===== config.mk =====
export PLATFORM = sky130hd
export DESIGN_NAME = id_operand_resolver_flat
export DESIGN_NICKNAME = d
export VERILOG_FILES = /design/src/rtl/id_operand_resolver_pkg.sv /design/src/rtl/id_operand_resolver_if.sv /design/src/rtl/id_operand_resolver_fwd_select.sv /design/src/rtl/id_operand_resolver.sv /design/src/flat_wrapper.sv
export SDC_FILE = /design/constraint.sdc
export NUM_CORES = 1
export LEC_CHECK = 0
export CAP_MARGIN = 10
export CORE_AREA = 2 2 128 130
export CTS_CLUSTER_DIAMETER = 50
export DETAILED_ROUTE_END_ITERATION = 12
export DIE_AREA = 0 0 130 132
export PLACE_DENSITY = 0.79
export SLEW_MARGIN = 20
export SYNTH_ARGS = -nofsm -noshare
export SYNTH_HDL_FRONTEND = slang
export SYNTH_HIERARCHICAL = 1
export SYNTH_SLANG_ARGS = --single-unit
export TNS_END_PERCENT = 10

===== constraint.sdc =====
create_clock -name CLK -period 4.9 [get_ports CLK]
set_input_delay 0.735 -clock CLK [delete_from_list [all_inputs] [get_ports CLK]]
set_output_delay 0.735 -clock CLK [all_outputs]
set_load 0.03 [all_outputs]

===== src/rtl/id_operand_resolver_pkg.sv =====
// Shared definitions for decode-stage operand resolution: FSM encoding and
// the forwarding-source index convention (index 0 is the youngest producer).
package id_pkg;

  typedef logic [1:0] state_t;

  localparam state_t ST_IDLE   = 2'd0;
  localparam state_t ST_DRAIN  = 2'd1;
  localparam state_t ST_NOTIFY = 2'd2;

  localparam int FWD_EXE = 0;
  localparam int FWD_MEM = 1;
  localparam int FWD_WB  = 2;

endpackage


===== src/rtl/id_operand_resolver_if.sv =====
// Signal bundle between decode, the forwarding network and the EXE register.
interface id_operand_resolver_if #(
  parameter int DATA_W  = 32,
  parameter int REG_AW  = 5,
  parameter int NUM_FWD = 3
);
  import id_pkg::*;

  // fwd_valid[i] qualifies fwd_reg slice i; fwd_ready[i] qualifies fwd_data
  // slice i; the decode slot advances on a cycle with id_valid & ~want_freeze.
  logic                      id_valid;
  logic [REG_AW-1:0]         rs_addr;
  logic [REG_AW-1:0]         rt_addr;
  logic                      rs_used;
  logic                      rt_used;
  logic [DATA_W-1:0]         rs_rf_data;
  logic [DATA_W-1:0]         rt_rf_data;
  logic                      is_sys;
  logic                      sys_notify_en;
  logic [NUM_FWD-1:0]        fwd_valid;
  logic [NUM_FWD*REG_AW-1:0] fwd_reg;
  logic [NUM_FWD-1:0]        fwd_ready;
  logic [NUM_FWD*DATA_W-1:0] fwd_data;
  logic [DATA_W-1:0]         rs_val;
  logic [DATA_W-1:0]         rt_val;
  logic                      want_freeze;
  logic [DATA_W-1:0]         rs_val_q;
  logic [DATA_W-1:0]         rt_val_q;
  logic                      issue_q;
  logic                      sys_q;
  state_t                    dbg_state;

  modport master (
    output id_valid, rs_addr, rt_addr, rs_used, rt_used, rs_rf_data, rt_rf_data,
           is_sys, sys_notify_en, fwd_valid, fwd_reg, fwd_ready, fwd_data,
    input  rs_val, rt_val, want_freeze, rs_val_q, rt_val_q, issue_q, sys_q, dbg_state
  );

  modport slave (
    input  id_valid, rs_addr, rt_addr, rs_used, rt_used, rs_rf_data, rt_rf_data,
           is_sys, sys_notify_en, fwd_valid, fwd_reg, fwd_ready, fwd_data,
    output rs_val, rt_val, want_freeze, rs_val_q, rt_val_q, issue_q, sys_q, dbg_state
  );

endinterface


===== src/rtl/id_operand_resolver_fwd_select.sv =====
// Priority forwarding mux for one source operand: youngest matching producer
// wins, and a hazard is raised when that producer has no data yet.
module fwd_select #(
  parameter int DATA_W  = 32,
  parameter int REG_AW  = 5,
  parameter int NUM_FWD = 3
) (
  input  logic [REG_AW-1:0]         addr,
  input  logic                      used,
  input  logic [DATA_W-1:0]         rf_data,
  input  logic [NUM_FWD-1:0]        fwd_valid,
  input  logic [NUM_FWD*REG_AW-1:0] fwd_reg,
  input  logic [NUM_FWD-1:0]        fwd_ready,
  input  logic [NUM_FWD*DATA_W-1:0] fwd_data,
  output logic [DATA_W-1:0]         val,
  output logic                      hazard
);

  logic hit;
  logic hit_ready;

  // Scan oldest to youngest so the youngest match overwrites older ones.
  always_comb begin
    val       = rf_data;
    hit       = 1'b0;
    hit_ready = 1'b1;
    for (int i = NUM_FWD - 1; i >= 0; i--) begin
      if (fwd_valid[i] && (fwd_reg[i*REG_AW +: REG_AW] == addr)) begin
        hit       = 1'b1;
        hit_ready = fwd_ready[i];
        val       = fwd_data[i*DATA_W +: DATA_W];
      end
    end
    if (addr == '0) begin
      val       = '0;
      hit       = 1'b0;
      hit_ready = 1'b1;
    end
  end

  assign hazard = used & hit & ~hit_ready;

endmodule


===== src/rtl/id_operand_resolver.sv =====
// Decode-stage operand resolution, load-use stall and syscall serialisation
// (bubble drain followed by a one-cycle notify pulse).
module id_operand_resolver
  import id_pkg::*;
#(
  parameter int DATA_W      = 32,
  parameter int REG_AW      = 5,
  parameter int NUM_FWD     = 3,
  parameter int SYS_BUBBLES = 3
) (
  input logic CLK,
  input logic RESET,
  id_operand_resolver_if.slave bus
);

  if (SYS_BUBBLES < 1 || SYS_BUBBLES > 7) begin : g_bad_bubbles
    $error("SYS_BUBBLES must be within 1..7");
  end

  localparam logic [2:0] CNT_INIT = 3'(SYS_BUBBLES - 1);

  state_t            state;
  logic [2:0]        cnt;
  logic [DATA_W-1:0] rs_res;
  logic [DATA_W-1:0] rt_res;
  logic              rs_haz;
  logic              rt_haz;
  logic              hazard;
  logic              freeze;
  logic              issue;

  fwd_select #(.DATA_W(DATA_W), .REG_AW(REG_AW), .NUM_FWD(NUM_FWD)) u_rs_sel (
    .addr(bus.rs_addr), .used(bus.rs_used), .rf_data(bus.rs_rf_data),
    .fwd_valid(bus.fwd_valid), .fwd_reg(bus.fwd_reg), .fwd_ready(bus.fwd_ready),
    .fwd_data(bus.fwd_data), .val(rs_res), .hazard(rs_haz)
  );

  fwd_select #(.DATA_W(DATA_W), .REG_AW(REG_AW), .NUM_FWD(NUM_FWD)) u_rt_sel (
    .addr(bus.rt_addr), .used(bus.rt_used), .rf_data(bus.rt_rf_data),
    .fwd_valid(bus.fwd_valid), .fwd_reg(bus.fwd_reg), .fwd_ready(bus.fwd_ready),
    .fwd_data(bus.fwd_data), .val(rt_res), .hazard(rt_haz)
  );

  assign hazard = bus.id_valid & (rs_haz | rt_haz);
  // A syscall freezes from its first IDLE cycle, even while it also has a hazard.
  assign freeze = bus.id_valid &
                  (hazard | ((state == ST_IDLE) & bus.is_sys) | (state == ST_DRAIN));
  assign issue  = bus.id_valid & ~freeze;

  assign bus.rs_val      = rs_res;
  assign bus.rt_val      = rt_res;
  assign bus.want_freeze = freeze;
  assign bus.dbg_state   = state;

  always_ff @(posedge CLK or negedge RESET) begin
    if (!RESET) begin
      state        <= ST_IDLE;
      cnt          <= 3'd0;
      bus.issue_q  <= 1'b0;
      bus.sys_q    <= 1'b0;
      bus.rs_val_q <= '0;
      bus.rt_val_q <= '0;
    end else begin
      bus.issue_q  <= issue;
      bus.rs_val_q <= issue ? rs_res : '0;
      bus.rt_val_q <= issue ? rt_res : '0;
      bus.sys_q    <= 1'b0;
      case (state)
        ST_IDLE: begin
          if (bus.id_valid && bus.is_sys && !hazard) begin
            state <= ST_DRAIN;
            cnt   <= CNT_INIT;
          end
        end
        ST_DRAIN: begin
          if (cnt == 3'd0) state <= ST_NOTIFY;
          else             cnt   <= cnt - 3'd1;
        end
        ST_NOTIFY: begin
          bus.sys_q <= bus.sys_notify_en;
          state     <= ST_IDLE;
        end
        default: state <= ST_IDLE;
      endcase
    end
  end

endmodule


===== src/flat_wrapper.sv =====
// flat-port wrapper written by rule: the top's interface ports become plain ports
module id_operand_resolver_flat import id_pkg::*;
#(
  parameter int DATA_W      = 32,
  parameter int REG_AW      = 5,
  parameter int NUM_FWD     = 3,
  parameter int SYS_BUBBLES = 3
)
  (CLK, RESET, bus_id_valid, bus_rs_addr, bus_rt_addr, bus_rs_used, bus_rt_used, bus_rs_rf_data, bus_rt_rf_data, bus_is_sys, bus_sys_notify_en, bus_fwd_valid, bus_fwd_reg, bus_fwd_ready, bus_fwd_data, bus_rs_val, bus_rt_val, bus_want_freeze, bus_rs_val_q, bus_rt_val_q, bus_issue_q, bus_sys_q, bus_dbg_state);
  id_operand_resolver_if #(.DATA_W(DATA_W), .REG_AW(REG_AW), .NUM_FWD(NUM_FWD)) bus_i ();
  input logic CLK;
  input logic RESET;
  input wire logic [$bits(bus_i.id_valid)-1:0] bus_id_valid;
  input wire logic [$bits(bus_i.rs_addr)-1:0] bus_rs_addr;
  input wire logic [$bits(bus_i.rt_addr)-1:0] bus_rt_addr;
  input wire logic [$bits(bus_i.rs_used)-1:0] bus_rs_used;
  input wire logic [$bits(bus_i.rt_used)-1:0] bus_rt_used;
  input wire logic [$bits(bus_i.rs_rf_data)-1:0] bus_rs_rf_data;
  input wire logic [$bits(bus_i.rt_rf_data)-1:0] bus_rt_rf_data;
  input wire logic [$bits(bus_i.is_sys)-1:0] bus_is_sys;
  input wire logic [$bits(bus_i.sys_notify_en)-1:0] bus_sys_notify_en;
  input wire logic [$bits(bus_i.fwd_valid)-1:0] bus_fwd_valid;
  input wire logic [$bits(bus_i.fwd_reg)-1:0] bus_fwd_reg;
  input wire logic [$bits(bus_i.fwd_ready)-1:0] bus_fwd_ready;
  input wire logic [$bits(bus_i.fwd_data)-1:0] bus_fwd_data;
  output wire logic [$bits(bus_i.rs_val)-1:0] bus_rs_val;
  output wire logic [$bits(bus_i.rt_val)-1:0] bus_rt_val;
  output wire logic [$bits(bus_i.want_freeze)-1:0] bus_want_freeze;
  output wire logic [$bits(bus_i.rs_val_q)-1:0] bus_rs_val_q;
  output wire logic [$bits(bus_i.rt_val_q)-1:0] bus_rt_val_q;
  output wire logic [$bits(bus_i.issue_q)-1:0] bus_issue_q;
  output wire logic [$bits(bus_i.sys_q)-1:0] bus_sys_q;
  output wire logic [$bits(bus_i.dbg_state)-1:0] bus_dbg_state;
  assign bus_i.id_valid = bus_id_valid;
  assign bus_i.rs_addr = bus_rs_addr;
  assign bus_i.rt_addr = bus_rt_addr;
  assign bus_i.rs_used = bus_rs_used;
  assign bus_i.rt_used = bus_rt_used;
  assign bus_i.rs_rf_data = bus_rs_rf_data;
  assign bus_i.rt_rf_data = bus_rt_rf_data;
  assign bus_i.is_sys = bus_is_sys;
  assign bus_i.sys_notify_en = bus_sys_notify_en;
  assign bus_i.fwd_valid = bus_fwd_valid;
  assign bus_i.fwd_reg = bus_fwd_reg;
  assign bus_i.fwd_ready = bus_fwd_ready;
  assign bus_i.fwd_data = bus_fwd_data;
  assign bus_rs_val = bus_i.rs_val;
  assign bus_rt_val = bus_i.rt_val;
  assign bus_want_freeze = bus_i.want_freeze;
  assign bus_rs_val_q = bus_i.rs_val_q;
  assign bus_rt_val_q = bus_i.rt_val_q;
  assign bus_issue_q = bus_i.issue_q;
  assign bus_sys_q = bus_i.sys_q;
  assign bus_dbg_state = bus_i.dbg_state;
  id_operand_resolver #(.DATA_W(DATA_W), .REG_AW(REG_AW), .NUM_FWD(NUM_FWD), .SYS_BUBBLES(SYS_BUBBLES)) u_core (.CLK(CLK), .RESET(RESET), .bus(bus_i));
endmodule

==> results of run 1 <==
flip-flops by register name (all words and copies together), names as in the netlist:
| signal | cells |
|---|---|
| u_core/bus.dbg_state | 2 |
| u_core/bus.issue_q | 1 |
| u_core/bus.rs_val_q | 32 |
| u_core/bus.rt_val_q | 32 |
| u_core/bus.sys_q | 1 |
| u_core/cnt | 3 |
path summary, 6_finish.rpt:
check                                        start                       to  slack, ns  cells past startpoint
setup / recovery                    bus_rs_addr[2]            bus_rs_val[0]       0.43                      8
hold / removal                               RESET       u_core/bus.issue_q       0.36                      1
setup reg to reg           u_core/bus.dbg_state[0]  u_core/bus.rt_val_q[20]       3.44                      4
hold reg to reg                      u_core/cnt[0]            u_core/cnt[0]       0.48                      1
max in group asynchronous                    RESET  u_core/bus.rs_val_q[18]       3.91                      2
min in group CLK                     u_core/cnt[0]            u_core/cnt[0]       0.48                      1
final cells by class:
class | instances | area, sq um
inverter | 4 | 15.0
timing repair buffer | 348 | 3470
fill | 1387 | 6690
clock buffer | 13 | 250
sequential | 71 | 1780
clock inverter | 3 | 42.5
tap | 216 | 270
multi-input combinational | 404 | 3200
cell usage after synthesis (all sizes together), types with 2 or more instances:
cell    count  area share, %
nand2       4           0.28
o211ai     65             15
nand4      64            7.6
and2       65            7.7
mux2i      65             12
and3        4           0.47
ha          2           0.47
or3         2           0.24
inv         4           0.28
nor2        5           0.36
nand3      68            6.4
a211o       2           0.66
dfrtp      71             34
a21oi       2           0.19
xnor2       6           0.99
xor2       24            4.0
a221oi      2           0.57
clkbuf     26            1.8
nor4        6           0.71
o21ai       2           0.19
nand2b      3           0.36
nor3        3           0.28
buf        29            4.1
kinds of logic after synthesis:
family | Yosys count | synth area share, %
adder cells (fa/ha/maj) | 2 | 0.473
flip-flops | 71 | 33.6
AO/OA/AOI/OAI | 78 | 17.3
buffers and inverters | 59 | 6.22
AND/OR/NAND/NOR | 229 | 25.2
multiplexers | 65 | 12.3
XOR/XNOR | 30 | 4.97
layout by cell type (no fill, tap or decap), types with 2 or more instances in the layout:
| master | count |
|---|---|
| clkbuf_16 | 9 |
| nor3_1 | 3 |
| nor2_1 | 5 |
| xor2_1 | 24 |
| buf_12 | 3 |
| xnor2_1 | 6 |
| buf_4 | 19 |
| nand2_2 | 2 |
| o211ai_1 | 5 |
| inv_1 | 4 |
| and3_2 | 2 |
| and2_1 | 65 |
| nand2_1 | 2 |
| or3_1 | 2 |
| nand3_1 | 66 |
| clkbuf_1 | 3 |
| nand2b_1 | 3 |
| nor4_1 | 6 |
| o211ai_2 | 60 |
| a21oi_1 | 2 |
| a221oi_2 | 2 |
| nand4_1 | 64 |
| mux2i_1 | 65 |
| clkdlybuf4s50_1 | 326 |
| and3_1 | 2 |
| ha_1 | 2 |
| nand3_2 | 2 |
| dfrtp_1 | 71 |
| a211o_4 | 2 |
power groups by stage:
stage / clock network, mW / logic [mW] / registers (mW)
after detailed placement: 0 / 1.09 / 0.724
final: 0.667 / 1.10 / 0.713
after CTS: 0.685 / 1.10 / 0.714
after global routing: 0.710 / 1.16 / 0.722
after global placement: 0 / 1.09 / 0.720
after floorplan: 0 / 0.407 / 0.885
routing by layer:
metal / GRT usage, % / up-vias / wire length [um]
met3: 5.36 / 59 / 2010
li1: - / 2618 / -
met4: 9.98 / 0 / 654
met1: 29.9 / 2762 / 8350
met2: 44.3 / 371 / 11300
met5: 0 / - / 0
stage by stage:
stage / setup WS, ns / hold WS [ns] / total power [mW] / utilization (%) / cell area (sq um)
CTS: 0.452 / 0.479 / 2.50 / 57.3 / 9000
global route: 0.298 / 0.383 / 2.59 / 57.4 / 9020
global placement: 0.519 / 0.461 / 1.81 / 55.4 / 8710
finish: 0.432 / 0.361 / 2.48 / 57.4 / 9020
detailed placement: 0.465 / 0.471 / 1.82 / 55.4 / 8710
floorplan: 1.77 / 0.439 / 1.29 / - / 5290
worst max-delay path, delay by kind of cell:
kind / cells / cell delay [ns]
AOI/OAI and AO/OA: 2 / 0.48
and+or+nand+nor: 2 / 0.86
xor gates and xnor gates: 1 / 0.21
buffers and inverters: 3 / 1.43
==> reports/results.tsv, run 1 <==
metric	value	unit
status	finished clean	
Nets	1038	
Post-synth EDFFs	0	
clk_lat worst skew	0.33	ns
Avg Cell Area, Syn	9.90	sq um
Final Hold Vio Count	0	
CP Capture Type	output pin	
RSZ-0062 raised after global routing	false	
Ports	331	
GRT Util Overall	25.3	%
Port Buffers	330	
clock sink count	71	
total grt overflow	0	
pwr dens	275	mW/mm^2
CTS tree	yes	
core area	0.0157	sq mm
die area	0.0172	sq mm
post-DP HPWL	16300	um
Slew Viols, Final	0	
Slowest-stage cell, CP	clkdlybuf4s50_1	
Hold-fix buffers, CTS	0	
Worst Setup Start Kind	input pin	
asr flop ratio synth	100	%
Yosys cell types	37	
die height	132	um
H-tree depth	3	
CP max FO	18	
Post-synth top flop	dfrtp_1	
Slew @ Worst Pin	0.709	ns
worst hold path class	in2async	
Static Leak	3.97	nW
global placement routability congestion	0.850	
root cell of the clock tree	clkbuf_16	
WS Path Type	in2out	
post-CTS setup buffer count	0	
Initial DRT Pass Iterations	5	
Clock transition at path regs	0.06	ns
fin crit period	4.47	ns
switch share	35.6	%
Achievable Freq	224	MHz
period utilization	91.2	%
skew final	0.00888	ns
Clock Tree Buf Depth	2	
net switching power	882	uW
Most common cell on crit path	clkdlybuf4s50_1	
critical-path cell list	clkdlybuf4s50_1 -> xor2_1 -> nor4_1 -> and3_2 -> a211o_4 -> buf_4 -> o211ai_1 -> clkdlybuf4s50_1	
initial core utilization	33.6	%
sequential-to-total area share from yosys stat	33.6	%
Post-Syn Instances	534	
vias in the first global route	5942	
first-pass GRT wire length	33200	um
fraction of layout cells with a size suffix above 1	12.5	%
DR WL/cell	21.1	um
Combinational Power Share	44.3	%
relative slew slack	52.7	%
dpl cells	1042	
total CTS buffers	9	
Critical Path RT	4.16	ns
synthesized area	0.00529	sq mm
Residual DRC	0	
initial antenna violation count	0	
vias per cell	5.49	
Synth-to-Final Area Change	70.6	%
Crit path largest cell delay	0.62	ns
antenna-violating nets left	0	
VDD IR-drop max	0.000141	V
Final setup viols	0	
die width	130	um
Synth Register Bits	71	
total number of vias	5810	
clock share of power	26.9	%
Total Wirelength	22300	um
Max-Cap Viols	0	
Detailed Route Iter0 Violations	349	
setup TNS	0	ns
Synth Warn #	6	
internal power	1.59	mW
pin count of the biggest net entering global routing	72	
Non-Filler Instances	1059	
n_diodes	0	
Flop pwr share	28.8	%
row cnt	46	
Mapped Nets	734	
post_cts resized	0	
crit path DAT	3.73	ns
Note: power is estimated with default switching activity, not from simulation.
==> run 2: changes to the inputs <==
- REMOVE_ABC_BUFFERS: unset -> 1
==> reports/results.tsv, run 2 (synthesis results as in run 1) <==
metric	value	unit	change
relative slew slack	35.0	%	was 52.7%
initial antenna violation count	0		unchanged
n_diodes	0		unchanged
biggest regs	u_core/bus.rs_val_q: 32 flops, u_core/bus.rt_val_q: 32 flops, u_core/cnt: 3 flops		unchanged
Worst Hold Launch	u_core/cnt[0]		
H-tree depth	3		unchanged
worst reg2reg path depth	4		unchanged
total CTS buffers	9		unchanged
pin count of the biggest net entering global routing	72		unchanged
total grt overflow	0		unchanged
post-CTS setup buffer count	0		unchanged
fraction of layout cells with a size suffix above 1	12.8	%	was 12.5%
GRT Util Overall	26.3	%	was 25.3%
vias in the first global route	5985		was 5942
Clock transition at path regs	0.06	ns	about the same
CP max FO	32		was 18
period utilization	91.2	%	about the same
cell count of the worst hold path	1		
Hold-fix buffers, CTS	0		unchanged
RSZ-0062 raised after global routing	false		unchanged
antenna-violating nets left	0		unchanged
fin crit period	4.47	ns	about the same
Critical R2R Capture	u_core/bus.rt_val_q[0]		was u_core/bus.rt_val_q[20]
worst hold endpoint	u_core/cnt[0]		
first-pass GRT wire length	34500	um	was 33200 um
die height	132	um	unchanged
CTS tree	yes		unchanged
Achievable Freq	224	MHz	about the same
Clock Tree Buf Depth	2		unchanged
root cell of the clock tree	clkbuf_16		unchanged
Slew @ Worst Pin	0.975	ns	was 0.709 ns
Critical Path RT	4.16	ns	about the same
total number of vias	5780		was 5810
Static Leak	3.96	nW	was 3.97 nW
Max-Cap Viols	0		unchanged
initial core utilization	33.6	%	unchanged
VDD IR-drop max	0.000137	V	was 0.000141 V
status	finished clean		unchanged
WS Path Type	in2out		unchanged
DR WL/cell	21.9	um	was 21.1 um
Residual DRC	0		unchanged
Final Hold Vio Count	0		unchanged
Port Buffers	330		unchanged
CP Capture Type	output pin		unchanged
pwr dens	286	mW/mm^2	was 275 mW/mm^2
Slew Viols, Final	0		unchanged
die width	130	um	unchanged
core area	0.0157	sq mm	unchanged
Filler Cell Count	1426		was 1387
r2r startpoint	u_core/bus.dbg_state[0]		unchanged
most frequent cells in the layout	clkdlybuf4s50_1 (328), dfrtp_1 (71), and2_1 (65), mux2i_1 (65)		was clkdlybuf4s50_1 (326), dfrtp_1 (71), nand3_1 (66)
crit path DAT	3.73	ns	about the same
Detailed Route Iter0 Violations	395		was 349
commonest non-fill, non-tap cell in the layout	clkdlybuf4s50_1		unchanged
post-DP HPWL	16800	um	was 16300 um
Final setup viols	0		unchanged
die area	0.0172	sq mm	unchanged
post_cts resized	0		unchanged
clk_lat worst skew	0.34	ns	was 0.33 ns
Nets	1036		was 1038
clock sink count	71		unchanged
row cnt	46		unchanged
global placement routability congestion	0.903		was 0.850
setup TNS	0	ns	unchanged
worst hold path class	reg2reg		was in2async
Initial DRT Pass Iterations	7		was 5
setup slack, reg-to-reg	3.48	ns	was 3.44 ns
vias per cell	5.47		was 5.49
register area	0.00178	sq mm	unchanged
Total Wirelength	23200	um	was 22300 um
Synth-to-Final Area Change	71.0	%	was 70.6%
Ports	331		unchanged
Util after Layout	57.5	%	was 57.4%
skew final	0.00592	ns	was 0.00888 ns
Multi-input gate area	0.00321	sq mm	was 0.00320 sq mm
Worst Setup Start Kind	input pin		unchanged
run 2: cell count changes in the layout (fill, tap and decap cells not counted), moves of 2 or more:
cell | previous run | this run
and3_1 | 2 | 0
bufinv_16 | 1 | 3
clkdlybuf4s50_1 | 326 | 328
and3_2 | 2 | 4
clkbuf_1 | 3 | 1
buf_12 | 3 | 0
nand3_1 | 66 | 64
nand3_2 | 2 | 4
run 2: metal layers:
layer / routed length (um) / up-vias / GRT usage (%)
met2: 11500 / 385 / 44.9
met4: 596 / 0 / 10.5
met5: 0 / - / 0
met1: 8830 / 2747 / 31.6
li1: - / 2611 / -
met3: 2270 / 37 / 6.17
run 2: worst max path at each step:
stage                         from              end  slack (ns)  cells after the start
floorplan           bus_rt_addr[1]  bus_want_freeze        0.49                      8
global placement    bus_rt_addr[1]   bus_rt_val[31]        0.52                      7
detailed placement  bus_rt_addr[1]   bus_rt_val[31]        0.49                      7
CTS                 bus_rt_addr[1]   bus_rt_val[31]        0.49                      7
global route        bus_rs_addr[1]  bus_want_freeze        0.35                     10
finish              bus_rt_addr[1]   bus_rt_val[31]        0.43                      7
run 2: critical path, cell delays in order:
cell and delay [ns]:
clkdlybuf4s50_1 0.51, xor2_1 0.19, nor4_1 0.32, and3_2 0.52, a211o_4 0.58, o211ai_1 0.21, clkdlybuf4s50_1 0.64
run 2: cell type report:
type                       instances  area share, %
timing repair buffer             346           37.8
clock buffer                      11           2.69
inverter                           4          0.166
multi-input combinational        404           35.5
tap                              216           2.99
sequential                        71           19.7
clock inverter                     5           1.15
run 2: power breakdown:
part	total (mW)	switching, mW	internal [mW]
registers	0.712	0.0353	0.677
clock network	0.780	0.268	0.513
logic	1.09	0.588	0.504
total	2.59	0.891	1.69
run 2: per-stage QoR:
step                area [sq um]  setup WS (ns)  hold WS, ns  total power [mW]  cells
floorplan                   4970          0.485        0.439              1.26    479
global placement            8690          0.521        0.464              1.80   1041
detailed placement          8690          0.491        0.477              1.82   1041
CTS                         9040          0.488        0.485              2.61   1057
global route                9040          0.350        0.524              2.70   1057
finish                      9040          0.432        0.487              2.59   1057
==> run 3: changes to the inputs <==
- CORE_AREA: 2 2 128 130 -> 2 2 129 131
- DIE_AREA: 0 0 130 132 -> 0 0 131 133
- PLACE_DENSITY: 0.79 -> 0.78
- clock period: 4.9 -> 4.7 ns (I/O delays scaled with it)
==> reports/results.tsv, run 3 (synthesis results as in run 1) <==
metric	value	unit	change
status	finished clean		unchanged
Worst Setup SP	bus_rs_addr[2]		was bus_rt_addr[1]
die area	0.0174	sq mm	was 0.0172 sq mm
fraction of layout cells with a size suffix above 1	14.3	%	was 12.8%
clock share of power	27.0	%	was 30.2%
clock sink count	71		unchanged
Synth-to-Final Area Change	71.2	%	was 71.0%
global placement routability congestion	0.856		was 0.903
switch share	36.4	%	was 34.5%
pwr dens	286	mW/mm^2	about the same
CP max FO	32		unchanged
Slew Viols, Final	0		unchanged
Detailed Route Iter0 Violations	260		was 395
VDD IR-drop max	0.000160	V	was 0.000137 V
initial antenna violation count	0		unchanged
core area	0.0162	sq mm	was 0.0157 sq mm
Combinational Power Share	44.2	%	was 42.3%
CTS tree	yes		unchanged
Flop pwr share	28.8	%	was 27.5%
Critical Path RT	3.99	ns	was 4.16 ns
Worst Setup Start Kind	input pin		unchanged
Clock transition at path regs	0.06	ns	about the same
clk_lat worst skew	0.33	ns	was 0.34 ns
skew final	0.00439	ns	was 0.00592 ns
register area	0.00178	sq mm	unchanged
vias per cell	5.36		was 5.47
Post-DP Area	0.00875	sq mm	was 0.00869 sq mm
n_diodes	0		unchanged
setup TNS	0	ns	unchanged
GR peak layer	met2		unchanged
Critical R2R Capture	u_core/bus.rt_val_q[19]		was u_core/bus.rt_val_q[0]
Initial DRT Pass Iterations	6		was 7
worst reg2reg path depth	4		unchanged
met2 usage	42.2	%	was 44.9%
Nets	1042		was 1036
row cnt	47		was 46
DR WL/cell	20.8	um	was 21.9 um
CP Capture Type	output pin		unchanged
GR Util met1	29.4	%	was 31.6%
die height	133	um	was 132 um
crit path DAT	3.50	ns	was 3.73 ns
WS Path Type	in2out		unchanged
post-DP HPWL	16800	um	about the same
Port Buffers	330		unchanged
Total Wirelength	22200	um	was 23200 um
Slew @ Worst Pin	0.979	ns	was 0.975 ns
Clock Tree Buf Depth	2		unchanged
Final Hold Vio Count	0		unchanged
worst hold path class	reg2reg		unchanged
die width	131	um	was 130 um
crit path to	bus_rs_val[31]		was bus_rt_val[31]
r2r startpoint	u_core/bus.dbg_state[0]		unchanged
Achievable Freq	238	MHz	
GRT Util Overall	24.7	%	was 26.3%
Filler Cell Count	1430		was 1426
Residual DRC	0		unchanged
Hold-fix buffers, CTS	0		unchanged
post-CTS setup buffer count	0		unchanged
Ports	331		unchanged
biggest regs	u_core/bus.rs_val_q: 32 flops, u_core/bus.rt_val_q: 32 flops, u_core/cnt: 3 flops		unchanged
Max-Cap Viols	0		unchanged
met3 usage	5.62	%	was 6.17%
commonest non-fill, non-tap cell in the layout	clkdlybuf4s50_1		unchanged
Util after Layout	56.0	%	was 57.5%
RSZ-0062 raised after global routing	false		unchanged
root cell of the clock tree	clkbuf_16		unchanged
Final setup viols	0		unchanged
total number of vias	5718		was 5780
total grt overflow	0		unchanged
relative slew slack	34.8	%	was 35.0%
pin count of the biggest net entering global routing	72		unchanged
vias in the first global route	5889		was 5985
first-pass GRT wire length	32900	um	was 34500 um
Static Leak	3.98	nW	was 3.96 nW
post_cts resized	0		unchanged
post-route cell area	0.00905	sq mm	was 0.00904 sq mm
internal power	1.65	mW	was 1.69 mW
antenna-violating nets left	0		unchanged
setup slack, reg-to-reg	3.16	ns	was 3.48 ns
period utilization	89.6	%	
total CTS buffers	9		unchanged
fin crit period	4.21	ns	
Multi-input gate area	0.00321	sq mm	unchanged
H-tree depth	3		unchanged
most frequent cells in the layout	clkdlybuf4s50_1 (322), dfrtp_1 (71), and2_1 (65), mux2i_1 (65)		was clkdlybuf4s50_1 (328), dfrtp_1 (71), and2_1 (65), mux2i_1 (65)
net switching power	942	uW	was 891 uW
initial core utilization	32.7	%	was 33.6%
==> run 3: area by class of cell <==
class                   count  area share, %
clock inverters             7          0.802
inverters                   4          0.166
clock buffers               9           2.49
well taps                 220           3.04
flip-flops and latches     71           19.6
multi-input cells         404           35.5
repair buffers            352           38.4
==> run 3: layer usage <==
layer,vias to the layer above,wire [um]
li1,2617,-
met1,2719,8440
met2,326,11000
met3,56,2010
met4,0,692
met5,-,0
==> run 3: worst min path at each step <==
stage	start	endpoint	slack [ns]	cells past startpoint
after floorplan	RESET	u_core/bus.dbg_state[0]	0.41	0
after global routing	u_core/cnt[0]	u_core/cnt[0]	0.48	1
after global placement	u_core/cnt[0]	u_core/cnt[0]	0.46	1
after CTS	u_core/cnt[0]	u_core/cnt[0]	0.48	1
final	u_core/cnt[0]	u_core/cnt[0]	0.47	1
after detailed placement	u_core/cnt[0]	u_core/cnt[0]	0.47	1
==> run 3: worst max-delay path, stage by stage <==
cell	delay (ns)
clkdlybuf4s50_1	0.51
xor2_1	0.20
nor4_1	0.43
and3_2	0.29
a211o_4	0.50
o211ai_1	0.21
clkdlybuf4s50_1	0.63
==> run 3: through the flow <==
step / cells / setup WS [ns] / hold slack [ns] / power (mW)
5_1_grt: 1067 / 0.326 / 0.482 / 2.70
3_3_place_gp: 1051 / 0.554 / 0.461 / 1.89
3_5_place_dp: 1051 / 0.527 / 0.468 / 1.90
2_1_floorplan: 479 / 0.345 / 0.409 / 1.31
4_1_cts: 1067 / 0.506 / 0.476 / 2.61
6_report: 1067 / 0.491 / 0.474 / 2.59
==> run 3: power by group through the flow <==
stage	Combinational (mW)	Clock [mW]	Sequential [mW]
floorplan	0.387	0	0.923
global placement	1.13	0	0.752
detailed placement	1.14	0	0.755
CTS	1.15	0.719	0.746
global route	1.21	0.739	0.754
finish	1.14	0.700	0.746
